==> config.mk <==
export PLATFORM = sky130hd
export DESIGN_NAME = sbox_share_ctrl
export DESIGN_NICKNAME = d
export VERILOG_FILES = /design/src/rtl/aes_pkg.sv /design/src/rtl/sbox_share_arb.sv /design/src/rtl/sbox_share_ctrl.sv
export SDC_FILE = /design/constraint.sdc
export NUM_CORES = 1
export LEC_CHECK = 0
export ABC_AREA = 1
export CAP_MARGIN = 30
export CORE_UTILIZATION = 50
export CTS_CLUSTER_DIAMETER = 60
export DETAILED_ROUTE_END_ITERATION = 16
export PLACE_DENSITY = 0.86
export SYNTH_ARGS = -nofsm -noshare
export SYNTH_HDL_FRONTEND = slang
export SYNTH_SLANG_ARGS = --single-unit
==> constraint.sdc <==
create_clock -name clk -period 24.6 [get_ports clk]
set_input_delay 4.92 -clock clk [delete_from_list [all_inputs] [get_ports clk]]
set_output_delay 4.92 -clock clk [all_outputs]
set_load 0.05 [all_outputs]
==> src/rtl/aes_pkg.sv <==
// Shared AES definitions: S-box lane sharing FSM states, lane modes, widths.
package aes_pkg;

    typedef enum logic [1:0] {
        IDLE,
        ST_RUN,
        KW_RUN
    } share_state_t;

    localparam logic SBOX_FWD = 1'b0;
    localparam logic SBOX_INV = 1'b1;

    localparam int WORD_W  = 32;
    localparam int STATE_W = 128;

endpackage

==> src/rtl/sbox_share_arb.sv <==
// Two-requester grant logic with done masking.
// SBOX_SHARE_RR_EN selects round-robin instead of fixed KEY_FIRST priority.
module sbox_share_arb #(
    parameter bit KEY_FIRST = 1'b1
) (
    input  logic clk,
    input  logic rst,
    input  logic en,
    input  logic st_req,
    input  logic st_mask,
    input  logic kw_req,
    input  logic kw_mask,
    output logic gnt_st,
    output logic gnt_kw
);

    logic st_v;
    logic kw_v;
    logic key_pri;

    assign st_v = st_req & ~st_mask;
    assign kw_v = kw_req & ~kw_mask;

`ifdef SBOX_SHARE_RR_EN
    // 1 = key was served last, so the state requester wins the next tie
    logic last_grant;
    localparam bit unused_key_first = KEY_FIRST;

    always_ff @(posedge clk or posedge rst) begin
        if (rst) begin
            last_grant <= 1'b1;
        end else if (gnt_kw) begin
            last_grant <= 1'b1;
        end else if (gnt_st) begin
            last_grant <= 1'b0;
        end
    end

    assign key_pri = ~last_grant;
`else
    logic unused_clk_rst;
    assign unused_clk_rst = clk ^ rst;
    assign key_pri = KEY_FIRST;
`endif

    assign gnt_kw = en & kw_v & (~st_v | key_pri);
    assign gnt_st = en & st_v & (~kw_v | ~key_pri);

endmodule

==> src/rtl/sbox_share_ctrl.sv <==
// Time-multiplexes one 32-bit S-box lane between state and key-word requests.
// Optional SBOX_SHARE_RR_EN enables round-robin arbitration.
module sbox_share_ctrl
    import aes_pkg::*;
#(
    parameter int WORDS     = 4,
    parameter bit KEY_FIRST = 1'b1
) (
    input  logic                clk,
    input  logic                rst,
    input  logic                st_req,
    input  logic                st_inv,
    input  logic [STATE_W-1:0]  st_in,
    output logic [STATE_W-1:0]  st_out,
    output logic                st_done,
    input  logic                kw_req,
    input  logic [WORD_W-1:0]   kw_in,
    output logic [WORD_W-1:0]   kw_out,
    output logic                kw_done,
    output logic [WORD_W-1:0]   lane_in,
    output logic                lane_flag,
    input  logic [WORD_W-1:0]   lane_out,
    output logic                busy
);

    localparam int CW = (WORDS > 1) ? $clog2(WORDS) : 1;
    localparam logic [CW-1:0] LAST = CW'(WORDS - 1);

    share_state_t       state;
    logic [CW-1:0]      cnt;
    logic [STATE_W-1:0] st_data;
    logic               st_mode;
    logic [WORD_W-1:0]  kw_data;
    logic               gnt_st;
    logic               gnt_kw;

    sbox_share_arb #(
        .KEY_FIRST (KEY_FIRST)
    ) u_arb (
        .clk     (clk),
        .rst     (rst),
        .en      (state == IDLE),
        .st_req  (st_req),
        .st_mask (st_done),
        .kw_req  (kw_req),
        .kw_mask (kw_done),
        .gnt_st  (gnt_st),
        .gnt_kw  (gnt_kw)
    );

    always_comb begin
        lane_in   = '0;
        lane_flag = SBOX_FWD;
        unique case (state)
            ST_RUN: begin
                lane_in   = st_data[int'(cnt)*WORD_W +: WORD_W];
                lane_flag = st_mode;
            end
            KW_RUN: lane_in = kw_data;
            default: ;
        endcase
    end

    assign busy = (state != IDLE);

    always_ff @(posedge clk or posedge rst) begin
        if (rst) begin
            state   <= IDLE;
            cnt     <= '0;
            st_data <= '0;
            st_mode <= SBOX_FWD;
            kw_data <= '0;
            st_out  <= '0;
            kw_out  <= '0;
            st_done <= 1'b0;
            kw_done <= 1'b0;
        end else begin
            st_done <= 1'b0;
            kw_done <= 1'b0;
            unique case (state)
                IDLE: begin
                    if (gnt_st) begin
                        st_data <= st_in;
                        st_mode <= st_inv;
                        cnt     <= '0;
                        state   <= ST_RUN;
                    end else if (gnt_kw) begin
                        kw_data <= kw_in;
                        state   <= KW_RUN;
                    end
                end
                ST_RUN: begin
                    st_out[int'(cnt)*WORD_W +: WORD_W] <= lane_out;
                    if (cnt == LAST) begin
                        cnt     <= '0;
                        st_done <= 1'b1;
                        state   <= IDLE;
                    end else begin
                        cnt <= cnt + 1'b1;
                    end
                end
                KW_RUN: begin
                    kw_out  <= lane_out;
                    kw_done <= 1'b1;
                    state   <= IDLE;
                end
                default: state <= IDLE;
            endcase
        end
    end

endmodule
---- Word level (Yosys, flattened, before mapping) ----
Index checks and enable logic that the tools add are counted.
storage, ports and cells
  bits in registers ....................... 327
  input port bits ......................... 197
  output and inout bits ................... 196
  word-level logic and storage cells ...... 49
cells by class
  $add $sub $neg .......................... 2
  eq/ne operators ......................... 6
  shifts and indexed selects .............. 3
  mux-type cells .......................... 13
  bitwise operators ....................... 9
  reductions and logical operators ........ 7
operators with widths
  cell                       number
  $bwmux 128                 1
  $shift 32x33->128 const A  1
  $shiftx 128x8->32          1
  $shiftx 32x33->128         1
  $pmux 32 s2                1
  $neg 7->33                 1
  $mux 2                     5
  $pmux 2 s2                 2
  $reduce_and 2->1           3
  $and 1x1->1                5
  $eq 2x2->1 const B         2
  $mux 1                     4
  $ne 2x2->1 const B         2
  $not 1->1                  4
  $reduce_bool 2->1          2
  $ne 3x3->1 const B         1
  $reduce_and 3->1           1
  $add 2x1->2 const B        1
  $eq 2x1->1 const B         1
  $logic_not 2->1            1

---- Logic depth before layout (Yosys ltp) ----
Gate-level depths: netlist of run 1.
  word-level depth ........................ 6
  mapped depth ............................ 12
  mapped depth without buffers ............ 7

---- Modules after synthesis ----
From an unflattened synthesis of run 1, not the netlist that was laid out.
unflattened totals
  cells, all modules ...................... 1682
  area, all modules ....................... 14333.7 sq um
modules (own cells, without submodules)
  module           instances  cells each  area each (sq um)  sequential area each (sq um)
  sbox_share_ctrl  1          1675        14303.7            8182.8
  sbox_share_arb   1          7           30.0               0.0

---- Worst setup path before layout of run 1 ----
No wires, ideal clock.
  path type ............................... register to output
  from .................................... register state[1]
  to ...................................... output port lane_in[0]
  data arrival time ....................... 2.004 ns
  data required time ...................... 19.680 ns
  path slack .............................. 17.676 ns
  cell stages (with the launch flop) ...... 7
  path buffers ............................ 2
  cells stage by stage .................... dfrtp_1 > inv_1 > ha_1 > buf_2 > buf_1 > nand2_1 > a21oi_1
between the ends
  word-level cells in the longest chain between the ends .. 2
  elaborated cells between the ends (all ways) .. 3
  classes of those cells .................. 2 x eq/ne; 1 x mux
ends and longest elaborated chain
  element                                          line                   text
  start: declaration                               sbox_share_ctrl.sv:29  share_state_t state;
  start signal: assignment                         sbox_share_ctrl.sv:68  state <= IDLE;
  start signal: assignment                         sbox_share_ctrl.sv:86  state <= ST_RUN;
  start signal: assignment                         sbox_share_ctrl.sv:89  state <= KW_RUN;
  $eq 2x2->1 / $eq 2x1->1 (equally long branches)  sbox_share_ctrl.sv:54  unique case (state)
  $pmux 32 s2 *                                    sbox_share_ctrl.sv:54
  end: declaration                                 sbox_share_ctrl.sv:20  output logic [WORD_W-1:0] lane_in,
Every way passes the cells marked *; elsewhere a longest branch is shown, timed or not.

---- Worst setup path after layout of run 1 ----
  from .................................... register cnt[0]
  to ...................................... output port lane_in[21]
between the ends
  word-level cells in the longest chain between the ends .. 2
ends and longest elaborated chain
  element                   line                   text
  start: declaration        sbox_share_ctrl.sv:30  logic [CW-1:0] cnt;
  start signal: assignment  sbox_share_ctrl.sv:99  cnt <= cnt + 1'b1;
  $shiftx 128x8->32         sbox_share_ctrl.sv:56  lane_in = st_data[int'(cnt)*WORD_W +: WORD_W];
  $pmux 32 s2               sbox_share_ctrl.sv:54
No other way between the ends.

==> key figures, run 1 <==
CTS
  – Clk pin slew, worst setup/hold paths: 0.06 ns
  – CTS buffer count: 35
  – Clk root buf: clkbuf_16
  – Clock tree buffer depth: 3
  – # hold bufs at CTS: 0
  – Clk Latency, worst-skew pair: 0.53 ns
  – TritonCTS clock tree: yes
  – Post-CTS Setup Inserts: 0
  – H-Tree Level Count: 2
  – Post-CTS Resized: 0
  – CTS sink cnt: 327

Power
  – Leakage: just over 0.009 µW
  – PD cells: 155.4 nW/µm²
  – Peak supply drop: about 0.085 mV
  – Final Power: 3073 µW

Logic synthesis
  – Area contributors post-synth: dfrtp_1 (57%), nand2_1 (13%), a21oi_1 (5.6%)
  – Syn nets: 1888
  – Cells after synthesis: 1682
  – Yosys Warn Count: 0
  – Post-Synth Adder-Cell Area: 0.7852%
  – Main combinational cell family by area after synthesis: simple AND/OR/NAND/NOR gates
  – Post-synthesis mux area share: 2.513%
  – Compound-Gate Fraction of Synth Area: between 10% and 20%
  – Post-synth top area share: 57.06%
  – EDFF count, synth: 0
  – Synth cell types: 24
  – Yosys top cell by area: dfrtp_1
  – Post-Synth XOR/XNOR Area: 0%
  – Post-Syn Area: 14340 µm²
  – Synth top cells by count: nand2_1 (495), dfrtp_1 (327), a21oi_1 (161)
  – Sequential share of the synthesized area: 57.06%
  – Post-Synth Simple-Gate Area: 21.74%
  – Syn avg cell area: 8.526 µm²
  – Predominant post-synthesis flop cell: dfrtp_1
  – Yosys reg bits: around 330
  – Count leader, synth: nand2_1
  – Async SR Flop Fraction: 100.0%

Setup path
  – Worst Reg-to-Reg Cells: 7
  – FF-to-FF setup slack: 21.18 ns
  – Critical Path Start Type: flip-flop
  – Worst Path Required: 19.68 ns
  – Crit path to: lane_in[21]
  – Worst EP arrival: 4.03 ns
  – CP Max Fanout: between 50 and 60
  – Critical path launch point: cnt[0]
  – RR Startpoint: cnt[0]
  – CP endpoint kind: output port
  – Worst reg2reg endpoint: st_out[106]
  – Kind of critical path: reg -> out

Floorplan
  – DIE WIDTH: 171.4 µm
  – Core area: 28010 µm²
  – Die Y: 171.4 µm
  – Io pins: between 300 and 400
  – Num rows: 61
  – Die area: 29360 µm²
  – Initial core utilization: 51.20%

Route
  – DR vias/cell: 5.619
  – DRC: 0
  – WL final: 49170 µm
  – Detail Route Antenna Nets: 0
  – Drt first pass iters: 8
  – DR iter-0 viols: 1445
  – Vias: 13680
  – Routed wire per std cell: 20.20 µm

Hold path
  – Hold crit path type: reg -> reg

Global routing
  – Antenna violations before repair: 3
  – First-pass GRT wire length: 73720 µm
  – Largest net degree at the start of global routing: 122
  – GR Util All Layers: 33.08%
  – Vias in the first global route: roughly 13000
  – Grt total ovfl: 0

Place
  – GPL Wtd Cong: 0.8772
  – Post-DP HPWL: 33340 µm
  – Quantity of I/O buffers inserted on ports: 392

Timing
  – Clock skew: 0.02632 ns
  – Final Hold Violating Endpoints: 0
  – Unrepaired setup endpoints after global routing: no
  – F_max: roughly 110 MHz
  – Final Max Slew Viols: 0
  – Setup_tns: 0 ns
  – Final Critical Period: 8.952 ns
  – Final worst-path cycle share: ~36%
  – Worst slew margin: 36.33%
  – Tightest Pin Transition: 0.9550 ns
  – Setup-failing EPs final: 0

Outcome
  – Status: finished clean

Final layout
  – Filler cells: 1996
  – FF+latch area: between 8000 and 9000 µm²
  – Synthesis-to-finish area growth: 37.92%
  – Share of cells above drive strength 1: between 6 and 7%
  – Multi-input logic area: around 5100 µm²
  – Fin nets: 2232

Job
  – Max Cap Viol: 0
cell usage in the layout, fill, tap and decap left out, types with 5 or more instances in the layout:
cell               n
nand2_1          495
clkdlybuf4s50_1  392
dfrtp_1          326
a21oi_1          161
inv_1            139
nor2_1           130
nand3_1           98
o21ai_0           94
o21ai_1           37
clkbuf_16         36
nand4_1           34
mux2_2            32
buf_4             19
clkinv_2           7
ha_1               7
bufinv_16          6
clkbuf_1           6
clkbuf_8           6
buf_16             5
per-layer routing:
metal,up-vias,GRT usage [%],wire (µm)
met1,6565,40.12,17850
met5,-,0,0
met4,0,19.45,3063
met2,869,54.91,23620
li1,6065,-,-
met3,178,6.558,4639
cell type report:
class	count	area share, %
clock inverters	16	1.278
multi-input cells	1099	25.63
flip-flops and latches	327	41.39
diodes	3	0.03796
inverters	145	2.796
well taps	378	2.391
clock buffers	48	5.086
repair buffers	418	21.39
per-stage QoR:
stage                     util [%]  cells  area [µm²]  hold WS (ns)  worst slack (ns)
final                        70.61   2434       19780        0.4791             15.65
after global placement       65.51   2360       18350        0.4619             15.97
after global routing         70.61   2434       19780        0.4984             15.49
after floorplan                  -   1682       14340        0.4591             10.63
after detailed placement     65.70   2363       18400        0.4657             15.93
after CTS                    70.19   2427       19660        0.4824             15.64
critical path: stages, from the launching register on:
cell,delay (ns)
dfrtp_4,0.64
clkinv_2,0.64
buf_4,0.57
nand2_1,0.14
nand3_1,0.11
nand2_1,0.12
nand2_1,0.09
a21oi_1,0.33
clkdlybuf4s50_1,0.88
cells by family (layout without fill, tap and decap cells):
| logic type | Yosys count | after routing |
|---|---|---|
| multiplexers | 32 | 32 |
| other | 0 | 3 |
| AO/OA/AOI/OAI | 294 | 294 |
| AND/OR/NAND/NOR | 764 | 764 |
| adder cells (fa/ha/maj) | 9 | 9 |
| buffers and inverters | 256 | 627 |
| flip-flops | 327 | 327 |
where the power goes:
group / leakage, µW / switching [µW] / internal [µW]
combinational: 0.00478 / 1100 / 489
clock: 0.000622 / 223 / 352
sequential: 0.00387 / 119 / 787
flip-flops by register name (all words and copies together) (netlist names):
name,count
kw_done,1
st_mode,1
kw_out,32
cnt,2
state,2
kw_data,32
st_out,128
st_data,128
st_done,1
how the worst min path moves through the flow:
stage / startpoint / to / slack [ns] / cells after the start
2_1_floorplan: st_mode / st_mode / 0.46 / 2
3_3_place_gp: st_out[88] / st_out[88] / 0.46 / 2
3_5_place_dp: st_out[80] / st_out[80] / 0.47 / 2
4_1_cts: st_out[89] / st_out[89] / 0.48 / 2
5_1_grt: st_out[84] / st_out[84] / 0.50 / 2
6_report: st_out[91] / st_out[91] / 0.48 / 2
Note: power is estimated with default switching activity, not from simulation.
==> run 2: changes to the inputs <==
--- a/config.mk
+++ b/config.mk
@@ -7,10 +7,10 @@
 export LEC_CHECK = 0
 export ABC_AREA = 1
 export CAP_MARGIN = 30
-export CORE_UTILIZATION = 50
+export CORE_UTILIZATION = 44
 export CTS_CLUSTER_DIAMETER = 60
 export DETAILED_ROUTE_END_ITERATION = 16
-export PLACE_DENSITY = 0.86
+export PLACE_DENSITY = 0.8
 export SYNTH_ARGS = -nofsm -noshare
 export SYNTH_HDL_FRONTEND = slang
 export SYNTH_SLANG_ARGS = --single-unit
==> constraint.sdc (replaced) <==
create_clock -name clk -period 7.2 [get_ports clk]
set_input_delay 1.44 -clock clk [delete_from_list [all_inputs] [get_ports clk]]
set_output_delay 1.44 -clock clk [all_outputs]
set_load 0.05 [all_outputs]
==> run 2 against run 1 <==
Against the previous run:
- non-clock buffer count down 4
- power increased to 3.4 times the previous value
- utilization decreased by 8.4 points
- clock power grew to 3.4 times the previous value
- die area is 13% higher
- clock skew increased by 0.0014 ns
- cell count grew 2.3%
==> key figures, run 2 (synthesis gave the netlist of run 1 again) <==
Timing
  – Unrepaired setup endpoints after global routing: no
  – F_max: 175.5 MHz
  – Worst slew margin: 31.41% (-4.9 points)
  – Final Hold Violating Endpoints: 0 (unchanged)
  – Final worst-path cycle share: 79.12%
  – Final Max Slew Viols: 0 (unchanged)
  – Clock skew: 0.02770 ns (+0.001376 ns)
  – Setup-failing EPs final: 0 (unchanged)
  – Fin Hold WS: 0.4752 ns (-0.003869 ns)
  – Setup_tns: 0 ns (unchanged)
  – Tightest Pin Transition: 1.025 ns (+0.07011 ns)
  – Final Critical Period: 5.697 ns

Place
  – GPL Wtd Cong: 0.9406 (+7.2%)
  – Post-DP HPWL: 35010 µm (+5.0%)
  – Placed insts: 2420 (+2.4%)
  – Quantity of I/O buffers inserted on ports: 392 (unchanged)

Global routing
  – Largest net degree at the start of global routing: 173 (+42%)
  – First-pass GRT wire length: 76700 µm (+4.0%)
  – GR Util All Layers: 30.04% (-3.0 points)
  – Grt total ovfl: 0 (unchanged)
  – Antenna violations before repair: 3 (unchanged)
  – Vias in the first global route: 13300 (+0.57%)

Setup path
  – Top cell by count, worst path: nand2_1
  – CP endpoint kind: output port
  – Worst Reg-to-Reg Cells: 7 (unchanged)
  – Worst Path Required: 5.76 ns (-13.92 ns)
  – CP bufs+invs: 3 (unchanged)
  – CP max stage delay: 0.90 ns (+0.02 ns)
  – FF-to-FF setup slack: 3.33 ns (-17.85 ns)
  – Top cell family by delay on the critical path: buffers and inverters
  – Slowest cell on crit path: dfrtp_4
  – Worst EP arrival: 4.26 ns (+0.23 ns)
  – Critical path depth: 8 (unchanged)
  – RR Startpoint: cnt[0]
  – Kind of critical path: reg -> out
  – Crit-path cells: clkinv_2, buf_4, nand2_1, nand3_1, nand2_1, nand2_1, a21oi_1, clkdlybuf4s50_1
  – Worst reg2reg endpoint: st_out[94]
  – CP Max Fanout: 58 (+9.4%)
  – Critical Path Start Type: flip-flop

Hold path
  – Hold Startpoint: st_out[70]
  – Worst Hold Depth: 2 (unchanged)
  – Hold crit path type: reg -> reg
  – Hold Path End: st_out[70]

Job
  – Max Cap Viol: 0 (unchanged)

CTS
  – Post-CTS Resized: 0 (unchanged)
  – Clk root buf: clkbuf_16
  – CTS sink cnt: 327 (unchanged)
  – # hold bufs at CTS: 0 (unchanged)
  – Clock tree buffer depth: 3 (unchanged)
  – Clk pin slew, worst setup/hold paths: 0.06 ns (about the same)
  – Clk Latency, worst-skew pair: 0.53 ns (about the same)
  – Post-CTS Setup Inserts: 0 (unchanged)
  – TritonCTS clock tree: yes
  – H-Tree Level Count: 2 (unchanged)
  – CTS buffer count: 39 (+11%)

Floorplan
  – Die Y: 182.5 µm (+6.5%)
  – Num rows: 65 (+6.6%)
  – Core area: 31800 µm² (+14%)
  – DIE WIDTH: 182.5 µm (+6.5%)
  – Die area: 33320 µm² (+13%)
  – Io pins: 393 (unchanged)
  – Initial core utilization: 45.10% (-6.1 points)

Power
  – Final Power: 10430 µW (+240%)
  – Leakage: 0.009223 µW (-0.49%)
  – PD cells: 527.3 nW/µm² (+240%)
  – Peak supply drop: 0.3114 mV (+270%)

Final layout
  – Multi-input logic area: 5070 µm² (unchanged)
  – FF+latch area: 8187 µm² (unchanged)
  – Fin nets: 2232 (unchanged)
  – Share of cells above drive strength 1: 6.232% (-0.15 points)
  – Util after Layout: 62.22% (-8.4 points)
  – Most frequent cells in the layout: nand2_1 (495), clkdlybuf4s50_1 (392), dfrtp_1 (326)
  – Largest regs: st_data (128), st_out (128)
  – Most common cell after layout, fill and taps aside: nand2_1
  – Ant. Diodes: 0 (-3)
  – Filler cells: 2672 (+34%)
  – Synthesis-to-finish area growth: 37.96% (about the same)
  – Final Non-Filler Cells: 2489 (+2.3%)

Outcome
  – Status: finished clean

Route
  – Routed wire per std cell: 20.13 µm (-0.34%)
  – DRC: 0 (unchanged)
  – DR iter-0 viols: 1100 (-24%)
  – Drt first pass iters: 7 (-1)
  – WL final: 50110 µm (+1.9%)
  – Detail Route Antenna Nets: 0 (unchanged)
  – DR vias/cell: 5.338 (-5.0%)
  – Vias: 13290 (-2.9%)
==> run 2: cell count changes in the layout (fill, tap and decap cells not counted), moves of 2 or more <==
cell        delta
buf_12         +5
buf_16         -4
buf_4          -3
bufinv_16      -4
clkbuf_1       +4
clkbuf_16      +4
clkbuf_8       -2
clkinvlp_4     +3
diode_2        -3
==> run 2: how the worst max path moves through the flow <==
stage                 from           to  slack [ns]
floorplan              rst       cnt[0]        1.40
global placement    cnt[0]   lane_in[4]        2.06
detailed placement  cnt[0]  lane_in[23]        2.08
CTS                 cnt[0]  lane_in[23]        1.50
global route        cnt[0]   lane_in[4]        1.35
finish              cnt[0]  lane_in[23]        1.50
==> run 2: area by class of cell <==
type | instances | area share (%)
multi-input cells | 1099 | 25.62
inverters | 145 | 2.776
flip-flops and latches | 327 | 41.38
repair buffers | 414 | 21.08
clock inverters | 15 | 0.8601
clock buffers | 54 | 5.527
well taps | 435 | 2.751
==> run 2: routing by layer <==
layer,vias to the layer above,track usage (%),share of wire [%]
li1,6065,-,-
met1,6471,36.47,38
met4,6,13.48,4.8
met2,626,50.85,49
met5,-,0,0.078
met3,119,6.985,8.3
==> run 2: worst register-to-register path: stages, from the launching register on <==
cell      delay, ns
dfrtp_4        0.90
clkinv_2       0.68
ha_1           0.65
inv_2          0.20
nand2_1        0.12
nor2_1         0.79
nand4_1        0.31
nand2_1        0.14
==> run 2: report_power, final <==
group | internal (µW) | leakage [µW] | switching (µW) | total [µW]
Combinational | 1670 | 0.00474 | 3720 | 5390
Clock | 1150 | 0.000614 | 795 | 1940
Sequential | 2690 | 0.00387 | 416 | 3110
Total | 5500 | 0.00922 | 4930 | 10400
==> run 2: through the flow <==
stage	instance area [µm²]	setup slack (ns)
after floorplan	14350	1.395
after global placement	18470	2.063
after detailed placement	18520	2.078
after CTS	19790	1.496
after global routing	19790	1.349
final	19790	1.503
